File: src/rtl/arbitro_framebuffer.sv
// ============================================================================
//  Module      : arbitro_framebuffer
//  Description : Single-port frame buffer arbiter shared by video fetch,
//                full-screen clear engine and game-logic pixel writer.
//  Revision    : 1.0 - initial release
// ============================================================================
`default_nettype none

module arbitro_framebuffer #(
    parameter int LARGURA = 640,
    parameter int ALTURA  = 480,
    parameter int AW      = 19,
    parameter int DW      = 9
) (
    input  logic          clk,
    input  logic          rst_n,
    input  logic          vid_req,
    input  logic [AW-1:0] vid_addr,
    output logic          vid_valid,
    output logic [DW-1:0] vid_data,
    input  logic          wr_req,
    input  logic [AW-1:0] wr_addr,
    input  logic [DW-1:0] wr_data,
    output logic          wr_ack,
    input  logic          clr_start,
    input  logic [DW-1:0] clr_color,
    output logic          clr_busy,
    output logic [AW-1:0] ram_endereco,
    output logic [DW-1:0] ram_data_in,
    output logic          ram_we,
    input  logic [DW-1:0] ram_data_out
);

    localparam int            N_PIXELS   = LARGURA * ALTURA;
    localparam logic [AW-1:0] c_ULTIMO   = AW'(N_PIXELS - 1);
    localparam logic [AW:0]   c_N_PIXELS = (AW + 1)'(N_PIXELS);

    typedef enum logic [0:0] {
        OCIOSO   = 1'b0,
        LIMPANDO = 1'b1
    } estado_t;

    estado_t       r_estado;
    estado_t       w_estado_prox;
    logic [AW-1:0] r_contador;
    logic [AW-1:0] w_contador_prox;
    logic [DW-1:0] r_cor_limpa;
    logic [DW-1:0] w_cor_prox;
    logic          r_vid_valid;
    logic          w_grant_vid;
    logic          w_grant_clr;
    logic          w_grant_wr;
    logic          w_wr_valido;

    always_ff @(posedge clk or negedge rst_n) begin
        if (!rst_n) begin
            r_estado    <= OCIOSO;
            r_contador  <= '0;
            r_cor_limpa <= '0;
            r_vid_valid <= 1'b0;
        end else begin
            r_estado    <= w_estado_prox;
            r_contador  <= w_contador_prox;
            r_cor_limpa <= w_cor_prox;
            r_vid_valid <= vid_req;
        end
    end

    always_comb begin
        w_estado_prox   = r_estado;
        w_contador_prox = r_contador;
        w_cor_prox      = r_cor_limpa;
        ram_endereco    = '0;
        ram_data_in     = '0;
        ram_we          = 1'b0;
        wr_ack          = 1'b0;

        // Fixed priority: video, then clear engine, then writer (idle only)
        w_grant_vid = vid_req;
        w_grant_clr = !vid_req && (r_estado == LIMPANDO);
        w_grant_wr  = !vid_req && (r_estado == OCIOSO) && !clr_start && wr_req;
        w_wr_valido = ({1'b0, wr_addr} < c_N_PIXELS);

        if (w_grant_vid) begin
            ram_endereco = vid_addr;
        end else if (w_grant_clr) begin
            ram_endereco = r_contador;
            ram_data_in  = r_cor_limpa;
            ram_we       = 1'b1;
        end else if (w_grant_wr) begin
            ram_endereco = wr_addr;
            ram_data_in  = wr_data;
            ram_we       = w_wr_valido;
            wr_ack       = 1'b1;
        end

        case (r_estado)
            OCIOSO: begin
                if (clr_start) begin
                    w_estado_prox   = LIMPANDO;
                    w_contador_prox = '0;
                    w_cor_prox      = clr_color;
                end
            end
            LIMPANDO: begin
                if (w_grant_clr) begin
                    if (r_contador == c_ULTIMO) begin
                        w_estado_prox   = OCIOSO;
                        w_contador_prox = '0;
                    end else begin
                        w_contador_prox = r_contador + 1'b1;
                    end
                end
            end
            default: w_estado_prox = OCIOSO;
        endcase

        // Strobes must stay quiet while reset is asserted, even mid-cycle
        if (!rst_n) begin
            ram_we = 1'b0;
            wr_ack = 1'b0;
        end
    end

    assign clr_busy  = (r_estado == LIMPANDO);
    assign vid_valid = r_vid_valid;
    assign vid_data  = r_vid_valid ? ram_data_out : '0;

endmodule

`default_nettype wire

File: config.mk
export PLATFORM = sky130hd
export DESIGN_NAME = arbitro_framebuffer
export DESIGN_NICKNAME = d
export VERILOG_FILES = /design/src/rtl/arbitro_framebuffer.sv
export SDC_FILE = /design/constraint.sdc
export NUM_CORES = 1
export LEC_CHECK = 0
export ABC_AREA = 1
export ABC_CLOCK_PERIOD_IN_PS = 1600
export BUFFER_PORTS_ARGS = -buffer_cell sky130_fd_sc_hd__clkbuf_2
export CELL_PAD_IN_SITES_DETAIL_PLACEMENT = 1
export CELL_PAD_IN_SITES_GLOBAL_PLACEMENT = 1
export CORE_MARGIN = 8
export CORE_UTILIZATION = 28
export DETAILED_ROUTE_END_ITERATION = 10
export GPL_ROUTABILITY_DRIVEN = 0
export PLACE_DENSITY_LB_ADDON = 0.1
export SYNTH_ARGS = -nofsm -noshare
export SYNTH_HDL_FRONTEND = slang
export SYNTH_SLANG_ARGS = --single-unit
File: constraint.sdc
create_clock -name clk -period 1.6 [get_ports clk]
set_input_delay 0.08 -clock clk [delete_from_list [all_inputs] [get_ports clk]]
set_output_delay 0.08 -clock clk [all_outputs]
set_load 0.005 [all_outputs]
After elaboration in Yosys (flattened, before gate mapping)
Cells that the tools add are included.
- register bits: 30
- input port bits: 70
- output and inout port bits: 41
- logic and storage cells: 41
- add/sub/neg operators: 1
- magnitude comparators: 1
- equal/unequal tests: 3
- mux-type cells: 23
- bitwise operators: 1
- reductions and logical operators: 8
- operators by type and width (cell ; count):
    19-bit 2-to-1 mux ; 6
    19-bit one-hot mux with 2 select lines ; 1
    9-bit 2-to-1 mux ; 4
    19-bit by 1-bit adder with 19-bit output, second input constant ; 1
    19-bit == test, second input constant ; 1
    19-bit less-than comparator, second input constant ; 1
    1-bit 2-to-1 mux ; 11
    1-bit logical AND ; 4
    2-bit AND reduction ; 2
    1-bit logical NOT ; 2
    2-bit by 1-bit inequality test with 1-bit output, second input constant ; 1
    2-bit inequality test, second input constant ; 1
    1-bit one-hot mux with 2 select lines ; 1
    1-bit NOT ; 1

Depth between registers and ports, before layout
Gate-level depths: netlist of the first run.
- word-level depth: 8
- depth in mapped cells: 9
- gate-level depth less buffers: 9

Worst setup path after synthesis of the first run
OpenSTA, ideal clock, no wires.
- path kind: register to register
- from: register r_contador[0]
- to: register r_contador[4]
- setup time: 131 ps
- arrival time: 1374 ps
- data required time: 1469 ps
- setup slack: 95 ps
- cell stages (with the launch flop): 10
- buffers on the path: 1
- period minus slack after synthesis: 1505 ps
- cells stage by stage: dfrtp_1 -> ha_1 -> nand2_1 -> nor2_2 -> nand2_2 -> nor2_4 -> nand2_2 -> nand2_4 -> buf_12 -> o22ai_2
- cells in the longest elaborated chain, start to end: 4
- elaborated cells on any way between the ends: 5
- classes of those cells: add/sub: 1; eq/ne: 1; mux: 3
- RTL lines (item ; RTL line ; text):
    from (decl) ; 45 ; logic [AW-1:0] r_contador;
    from (signal assigned) ; 63 ; r_contador <= w_contador_prox;
    19-bit by 1-bit adder with 19-bit output or 19-bit == test (tied branches) ; 111, 107 ;
    19-bit 2-to-1 mux * ; 107 ; if (r_contador == c_ULTIMO) begin
    19-bit 2-to-1 mux * ; 106 ; if (w_grant_clr) begin
    19-bit one-hot mux with 2 select lines * ; 97 ; case (r_estado)
Mark *: on every way between the ends. The rest lies on a longest branch, timed or not. The select of a mux whose other input is x is not followed.
A chain may end at the register's enable or synchronous reset.

Worst setup path after layout of the first run
- from: register r_estado (netlist: clr_busy)
- to: output ram_endereco[11]
- cells in the longest elaborated chain, start to end: 7
- elaborated cells on any way between the ends: 8
- classes of those cells: mux: 3; bitwise: 1; reduce/logical: 4
- RTL lines (item ; RTL line ; text):
    from (decl) ; 43 ; estado_t r_estado;
    from (signal assigned) ; 62 ; r_estado <= w_estado_prox;
    1-bit NOT (no line) ; - ;
    1-bit logical AND (3 in series) ; 81 ; w_grant_wr = !vid_req && (r_estado == OCIOSO) && !clr_start && wr_req;
    19-bit 2-to-1 mux ; 90 ; end else if (w_grant_wr) begin
    19-bit 2-to-1 mux * ; 86 ; end else if (w_grant_clr) begin
    19-bit 2-to-1 mux * ; 84 ; if (w_grant_vid) begin
    to (decl) ; 28 ; output logic [AW-1:0] ram_endereco,
Mark *: on every way between the ends. The rest lies on a longest branch, timed or not.

==> results of run 1 <==
[worst register-to-register path, stage by stage (launching register included)]
cell and delay [ps]:
sky130_fd_sc_hd__dfrtp_1 480, sky130_fd_sc_hd__nor2_1 160, sky130_fd_sc_hd__nand3_1 90, sky130_fd_sc_hd__nor2_1 290, sky130_fd_sc_hd__nand2_4 150, sky130_fd_sc_hd__nand2_4 160, sky130_fd_sc_hd__o21ai_2 80
[placed cells by master, fill, tap and decap left out, types with 3 or more instances in the layout]
master                      n
sky130_fd_sc_hd__a22o_1     9
sky130_fd_sc_hd__a22oi_1    5
sky130_fd_sc_hd__a22oi_2   13
sky130_fd_sc_hd__buf_12     3
sky130_fd_sc_hd__buf_2     12
sky130_fd_sc_hd__buf_4     20
sky130_fd_sc_hd__clkbuf_2  98
sky130_fd_sc_hd__clkbuf_8   6
sky130_fd_sc_hd__dfrtp_1   27
sky130_fd_sc_hd__dfrtp_2    3
sky130_fd_sc_hd__inv_1     35
sky130_fd_sc_hd__inv_2      3
sky130_fd_sc_hd__mux2_2     9
sky130_fd_sc_hd__nand2_1   82
sky130_fd_sc_hd__nand2_2   15
sky130_fd_sc_hd__nand2_4    3
sky130_fd_sc_hd__nand3_1   16
sky130_fd_sc_hd__nand4_1    5
sky130_fd_sc_hd__nor2_1    15
sky130_fd_sc_hd__nor2_2     5
sky130_fd_sc_hd__nor2_4     4
sky130_fd_sc_hd__o21ai_0   12
sky130_fd_sc_hd__o21ai_2    6
sky130_fd_sc_hd__o22ai_2    4
sky130_fd_sc_hd__xor2_1     6
[kinds of logic after synthesis]
kind of cell | Yosys count
AND/OR/NAND/NOR | 148
AO/OA/AOI/OAI | 56
buffers and inverters | 53
flip-flops | 30
multiplexers | 9
XOR/XNOR | 7
adder cells (fa/ha/maj) | 1
[power groups by stage]
stage	registers [mW]	clock network [mW]	logic, mW
CTS	0.938	0.994	0.720
global placement	0.944	0	0.694
floorplan	0.918	0	0.389
finish	0.944	0.968	0.751
global route	0.962	1.02	0.844
detailed placement	0.951	0	0.705
[state kept, by name, summed over array words and instances (netlist names)]
register / count
r_cor_limpa: 9
vid_valid: 1
r_contador: 19
clr_busy: 1
[final cells by class]
type	instances	area (um^2)	area share
Tap cell	102	128	0.0379
Clock inverter	2	60.1	0.0178
Multi-Input combinational cell	222	1410	0.418
Sequential cell	30	754	0.224
Inverter	38	143	0.0423
Timing Repair Buffer	135	796	0.236
Clock buffer	6	82.6	0.0245
[worst min path at each step]
stage,startpoint,to,slack [ps]
after global placement,rst_n,r_contador[7]$_DFFE_PN0P_,190
after floorplan,rst_n,clr_busy$_DFF_PN0_,-220
after global routing,clr_color[4],r_cor_limpa[4]$_DFFE_PN0P_,20
after CTS,clr_color[0],r_cor_limpa[0]$_DFFE_PN0P_,10
after detailed placement,rst_n,r_contador[5]$_DFFE_PN0P_,190
final,clr_color[8],r_cor_limpa[8]$_DFFE_PN0P_,20
[routing by layer]
metal,vias up,global-route usage,wire length (um)
li1,1257,-,-
met5,-,0,0
met3,5,0.0424,493
met1,1184,0.211,4250
met4,0,0.0367,77
met2,86,0.244,4010
[what timing repair did]
item	CTS	global route
buffers inserted	0	1
gates resized for setup	7	49
endpoints found under the hold margin	30	0
hold buffers	1	0
endpoints found under the setup margin	35	40
pin swaps	1	1
cloned	0	2
[stage by stage]
stage	power, mW	hold WS, ps
after CTS	2.65	14.0
after global placement	1.64	191
after detailed placement	1.66	192
after global routing	2.82	20.1
after floorplan	1.31	-216
final	2.66	21.1
==> results.md, run 1 <==
- Worst path depth: 6
- Clock latency on the worst-skew pair: 290 ps
- Initial core utilization: 0.287
- Std-Cell Core Area: 7730 um^2
- Net Sw Frac: 0.294
- Number of nets with antenna violations after routing: 0
- Area share of the largest cell type after synthesis: 0.338
- Buffer levels on the longest clock path: 2
- Detailed Place HPWL: 7060 um
- Final min period: 1550 ps
- IO buf count: 110
- Comb pwr share: 0.282
- Filler cell count: 998
- Kind of launch point of the worst setup path: flip-flop
- FF+latch count, synth: 30
- Routed wire length per instance: 16.5 um
- Highest-delay cell along the critical path: sky130_fd_sc_hd__dfrtp_2
- Proportion of synthesized area in mux cells: 0.0456
- Worst path cell trace: nor3_4 > buf_12 > clkbuf_16 > nand2_2 > nand2_1 > buf_2
- Outcome: completed
- Post-layout instance area: 3370 um^2
- Worst ir drop on vdd: 0.474 mV
- Sequential cell area fraction in the yosys report: 0.338
- FF-to-FF Start: r_contador[12]$_DFFE_PN0P_
- Via count: 2532
- Syn_area_per_cell: 7.31 um^2
- Worst setup path start: clr_busy$_DFF_PN0_
- Detail-routed via count per cell: 4.73
- Post-layout net count: 503
- Diode insertion count for antenna repair: 0
- Number of buffers inserted during clock tree synthesis: 5
- Most used standard cells in the synthesized netlist: sky130_fd_sc_hd__nand2_1, sky130_fd_sc_hd__inv_1, sky130_fd_sc_hd__dfrtp_1
- Number of optimization iterations in the first detailed-route pass: 4
- Arrival time of data at the critical path endpoint: 1470 ps
- Overall die width: 105 um
- Switching power summed over all nets: 0.783 mW
- Final wirelength: 8830 um
- Maximum operating frequency: 645 MHz
- Area grow syn2layout: 51.8%
- Synth top area cells: sky130_fd_sc_hd__dfrtp_1, sky130_fd_sc_hd__nand2_1, sky130_fd_sc_hd__a22oi_1
- Final cell utilization of the core: 0.436
- Remaining design rule violation count: 0
- Top-count cell post-synth: sky130_fd_sc_hd__nand2_1
- Detailed router's first-iteration violation count: 57
- Slew at the pin closest to its max-slew limit: 407 ps
- Combined global-route utilization of all metal layers: 0.157
- Fraction of final layout cells with drive strength greater than 1: 0.490
- Number of global-route vias before repair: 2776
- Parity-gate share of the synthesized area counting xor and xnor cells: 0.0276
- Non-filler cells in the finished layout: 535
- Destination of the critical timing path: ram_endereco[11]
- Maximum cell stage delay along the critical path: 450 ps
- Critical path peak fanout: 5
- CTS tree: yes
- Setup slack at placement: 1.82 ps
- Tcrit/Tclk final: 0.968
- Wire length of the first global-routing pass: 14400 um
- Number of ports placed on the die boundary: 111
- Number of maximum-capacitance violations: 0
- Aggregate negative setup slack: 0 ps
- Reported leakage power: 1.74 nW
- Primary FF master, synth: sky130_fd_sc_hd__dfrtp_1
- Path depth of the worst reg2reg path: 6
- Overall overflow remaining after global route: 0
- Count of cells along the worst hold path: 2
- Unrepaired setup endpoints after global routing: true
- Count of buffering cells on the critical path with inverters included: 3
- Relative slew slack: 0.729
- Compound-cell area share of the yosys netlist: 0.189
- Die height: 105 um
- Main combinational cell family by area after synthesis: simple AND/OR/NAND/NOR gates
- Slack of the critical path: 50.7 ps
- Worst-path clk slew: 70 ps
- H-tree lvl count: 2
- Maximum number of pins on one net before global-route repair: 31
- Worst clock skew: 7.78 ps
- Cell family contributing the most delay on the critical path: flip-flops
- Synth Area in Simple Gates: 0.291
- Number of enable-type register cells in the synthesized netlist: 0
- TritonCTS sink count: 30
- Capture point of the worst reg-to-reg path: r_contador[12]$_DFFE_PN0P_
- Required arrival time at the worst endpoint: 1520 ps
- Critical path endpoint category: output port
- Power share of the sequential group: 0.355
- Full die area: 11000 um^2
- Category of the most critical setup path: reg2out
- Worst hold-check path type: in2reg
- Cell total after placement: 523
- R2R setup slack: 90 ps
- Endpoints failing setup: 0
- Number of cells produced by synthesis: 304
- P per Cell Area: 790 nW/um^2
- Clock share of power: 0.363
- Largest area contributor in the netlist: sky130_fd_sc_hd__dfrtp_1
- Max Transition Viols Final: 0
- Cell at the root of the clock tree: sky130_fd_sc_hd__clkbuf_8
- Count of endpoints failing hold in the final timing report: 0
- Net count after synthesis: 375
- Initial antenna violation count: 0
- Internal Power: 1.88 mW
- Async set-or-reset flop fraction in the synthesized netlist: 1.00
- Cell row count: 32
- Synth unique cells: 30
- Yosys warning count: 0
- Area post-placement: 2990 um^2
- Adder and majority cell fraction of the synthesized area: 0.00563
- Netlist area before placement: 2220 um^2
(Power assumes the default switching activity.)
==> run 2, diff against run 1 <==
--- a/config.mk
+++ b/config.mk
@@ -11,7 +11,8 @@
 export CELL_PAD_IN_SITES_DETAIL_PLACEMENT = 1
 export CELL_PAD_IN_SITES_GLOBAL_PLACEMENT = 1
 export CORE_MARGIN = 8
-export CORE_UTILIZATION = 28
+export CORE_UTILIZATION = 29
+export CTS_BUF_LIST = sky130_fd_sc_hd__clkbuf_2 sky130_fd_sc_hd__clkbuf_4 sky130_fd_sc_hd__clkbuf_8
 export DETAILED_ROUTE_END_ITERATION = 10
 export GPL_ROUTABILITY_DRIVEN = 0
 export PLACE_DENSITY_LB_ADDON = 0.1
==> results.md, run 2 (synthesis results as in run 1) <==
- Outcome: completed (unchanged)
- Initial core utilization: 0.293 (was 0.287)
- Final cell utilization of the core: 0.420 (was 0.436)
- Detailed router's first-iteration violation count: 83 (was 57)
- Number of optimization iterations in the first detailed-route pass: 4 (unchanged)
- Number of global-route vias before repair: 2693 (was 2776)
- Detailed Place HPWL: 6780 um (was 7060 um)
- Filler cell count: 998 (unchanged)
- Slack of the critical path: 71.8 ps (was 50.7 ps)
- Slew at the pin closest to its max-slew limit: 398 ps (was 407 ps)
- Worst ir drop on vdd: 0.521 mV (was 0.474 mV)
- Relative slew slack: 0.734 (was 0.729)
- Final total power: 2.23 mW (was 2.66 mW)
- Fraction of final layout cells with drive strength greater than 1: 0.431 (was 0.490)
- Clock latency on the worst-skew pair: 290 ps (about the same)
- Routed wire length per instance: 15.8 um (was 16.5 um)
- Area grow syn2layout: 43.0% (was 51.8%)
- Full die area: 10700 um^2 (was 11000 um^2)
- Clock share of power: 0.265 (was 0.363)
- Internal Power: 1.49 mW (was 1.88 mW)
- Unrepaired setup endpoints after global routing: true (unchanged)
- Arrival time of data at the critical path endpoint: 1450 ps (was 1470 ps)
- Most common cell after layout, fill and taps aside: sky130_fd_sc_hd__clkbuf_2 (unchanged)
- Detail-routed via count per cell: 4.67 (was 4.73)
- Registers with the most flip-flops: r_contador (19), r_cor_limpa (9) (unchanged)
- Net Sw Frac: 0.333 (was 0.294)
- TritonCTS sink count: 30 (unchanged)
- Tcrit/Tclk final: 0.955 (was 0.968)
- Number of buffers inserted during clock tree synthesis: 5 (unchanged)
- Endpoints failing setup: 0 (unchanged)
- Max Transition Viols Final: 0 (unchanged)
- Worst clock skew: 6.73 ps (was 7.78 ps)
- H-tree lvl count: 2 (unchanged)
- Number of ports placed on the die boundary: 111 (unchanged)
- IO buf count: 110 (unchanged)
- Most used cells in the layout excluding fill and tap cells: sky130_fd_sc_hd__clkbuf_2, sky130_fd_sc_hd__nand2_1, sky130_fd_sc_hd__inv_1 (unchanged)
- Worst hold slack after final layout: 23.1 ps (was 21.1 ps)
- Diode insertion count for antenna repair: 0 (unchanged)
- Post-layout net count: 500 (was 503)
- Number of maximum-capacitance violations: 0 (unchanged)
- Maximum operating frequency: 654 MHz (was 645 MHz)
- CTS tree: yes (unchanged)
- Count of endpoints failing hold in the final timing report: 0 (unchanged)
- Cell row count: 32 (unchanged)
- Die height: 104 um (was 105 um)
- Final min period: 1530 ps (was 1550 ps)
- Buffer levels on the longest clock path: 2 (unchanged)
- Critical path endpoint category: output port (unchanged)
- Category of the most critical setup path: reg2out (unchanged)
- Cell at the root of the clock tree: sky130_fd_sc_hd__clkbuf_8 (unchanged)
- P per Cell Area: 703 nW/um^2 (was 790 nW/um^2)
- Critical path peak fanout: 6 (was 5)
- Aggregate negative setup slack: 0 ps (unchanged)
- Std-Cell Core Area: 7570 um^2 (was 7730 um^2)
- Required arrival time at the worst endpoint: 1520 ps (about the same)
- Comb pwr share: 0.312 (was 0.282)
- Overall overflow remaining after global route: 0 (unchanged)
- Worst hold-check path type: in2reg (unchanged)
- Number of nets with antenna violations after routing: 0 (unchanged)
- Combined global-route utilization of all metal layers: 0.156 (was 0.157)
- Power share of the sequential group: 0.424 (was 0.355)
- Number of flip-flops in the largest register: 19 (unchanged)
- Initial antenna violation count: 0 (unchanged)
- Switching power summed over all nets: 0.745 mW (was 0.783 mW)
- Maximum number of pins on one net before global-route repair: 31 (unchanged)
- Via count: 2479 (was 2532)
- Worst-path clk slew: 70 ps (about the same)
- Final wirelength: 8370 um (was 8830 um)
- Remaining design rule violation count: 0 (unchanged)
- Kind of launch point of the worst setup path: flip-flop (unchanged)
- Top register by number of flip-flops: r_contador (unchanged)
- Reported leakage power: 1.67 nW (was 1.74 nW)
- Setup slack at placement: 30.9 ps (was 1.82 ps)
- Overall die width: 104 um (was 105 um)
- Wire length of the first global-routing pass: 13900 um (was 14400 um)
run 2: changes by cell type in the layout (fill, tap and decap cells not counted), moves of 9 or more:
cell,previous run,this run
sky130_fd_sc_hd__a22oi_2,13,4
sky130_fd_sc_hd__nand2_1,82,93
sky130_fd_sc_hd__clkbuf_2,98,107
sky130_fd_sc_hd__a22oi_1,5,14
sky130_fd_sc_hd__nand2_2,15,5
sky130_fd_sc_hd__buf_2,12,3
run 2: cell type report:
| class | instances | area (um^2) | share of cell area |
|---|---|---|---|
| clock buffer | 5 | 68.8 | 0.0217 |
| clock inverter | 2 | 10.0 | 0.00315 |
| inverter | 38 | 143 | 0.0449 |
| multi-input combinational | 222 | 1330 | 0.418 |
| sequential | 30 | 752 | 0.237 |
| tap | 102 | 128 | 0.0402 |
| timing repair buffer | 132 | 747 | 0.235 |
run 2: power groups by stage:
| stage | clock, mW | sequential, mW | combinational [mW] |
|---|---|---|---|
| 6_report | 0.592 | 0.946 | 0.696 |
| 3_5_place_dp | 0 | 0.957 | 0.682 |
| 3_3_place_gp | 0 | 0.954 | 0.673 |
| 4_1_cts | 0.607 | 0.943 | 0.689 |
| 5_1_grt | 0.642 | 0.955 | 0.793 |
| 2_1_floorplan | 0 | 0.918 | 0.389 |
run 2: through the flow:
step / cell area, um^2 / instances
floorplan: 2220 / 304
global placement: 2970 / 520
detailed placement: 2970 / 520
CTS: 3070 / 528
global route: 3180 / 531
finish: 3180 / 531
run 2: timing repair:
item	CTS	global route
gates cloned	0	1
endpoints found under the setup margin	19	36
pin swaps	1	4
hold endpoints to repair	30	0
gates resized for setup	3	18
hold buffers	1	0
setup buffers	0	2
run 2: routing by layer:
metal  share of wire  GRT usage  vias up
met5               0          0        -
met1            0.48      0.203     1147
met3           0.054     0.0403        6
met4           0.010     0.0409        0
li1                -          -     1246
met2            0.46      0.248       80
run 2: worst paths after layout:
| path | startpoint | slack, ps | depth (start not counted) | end |
|---|---|---|---|---|
| hold / removal | clr_color[0] | 20 | 2 | r_cor_limpa[0]$_DFFE_PN0P_ |
| hold reg to reg | r_cor_limpa[4]$_DFFE_PN0P_ | 510 | 1 | r_cor_limpa[4]$_DFFE_PN0P_ |
| min in group asynchronous | rst_n | 410 | 3 | r_contador[6]$_DFFE_PN0P_ |
| max in group asynchronous | rst_n | 880 | 3 | clr_busy$_DFF_PN0_ |
| setup / recovery | clr_busy$_DFF_PN0_ | 70 | 4 | ram_endereco[18] |
| setup reg to reg | r_contador[0]$_DFFE_PN0P_ | 90 | 8 | r_contador[6]$_DFFE_PN0P_ |
run 2: worst max-delay path, cell delays in order, from the launching register on:
cell	delay (ps)
sky130_fd_sc_hd__dfrtp_2	440
sky130_fd_sc_hd__nor3_4	220
sky130_fd_sc_hd__inv_1	160
sky130_fd_sc_hd__o221ai_1	170
sky130_fd_sc_hd__clkbuf_2	160
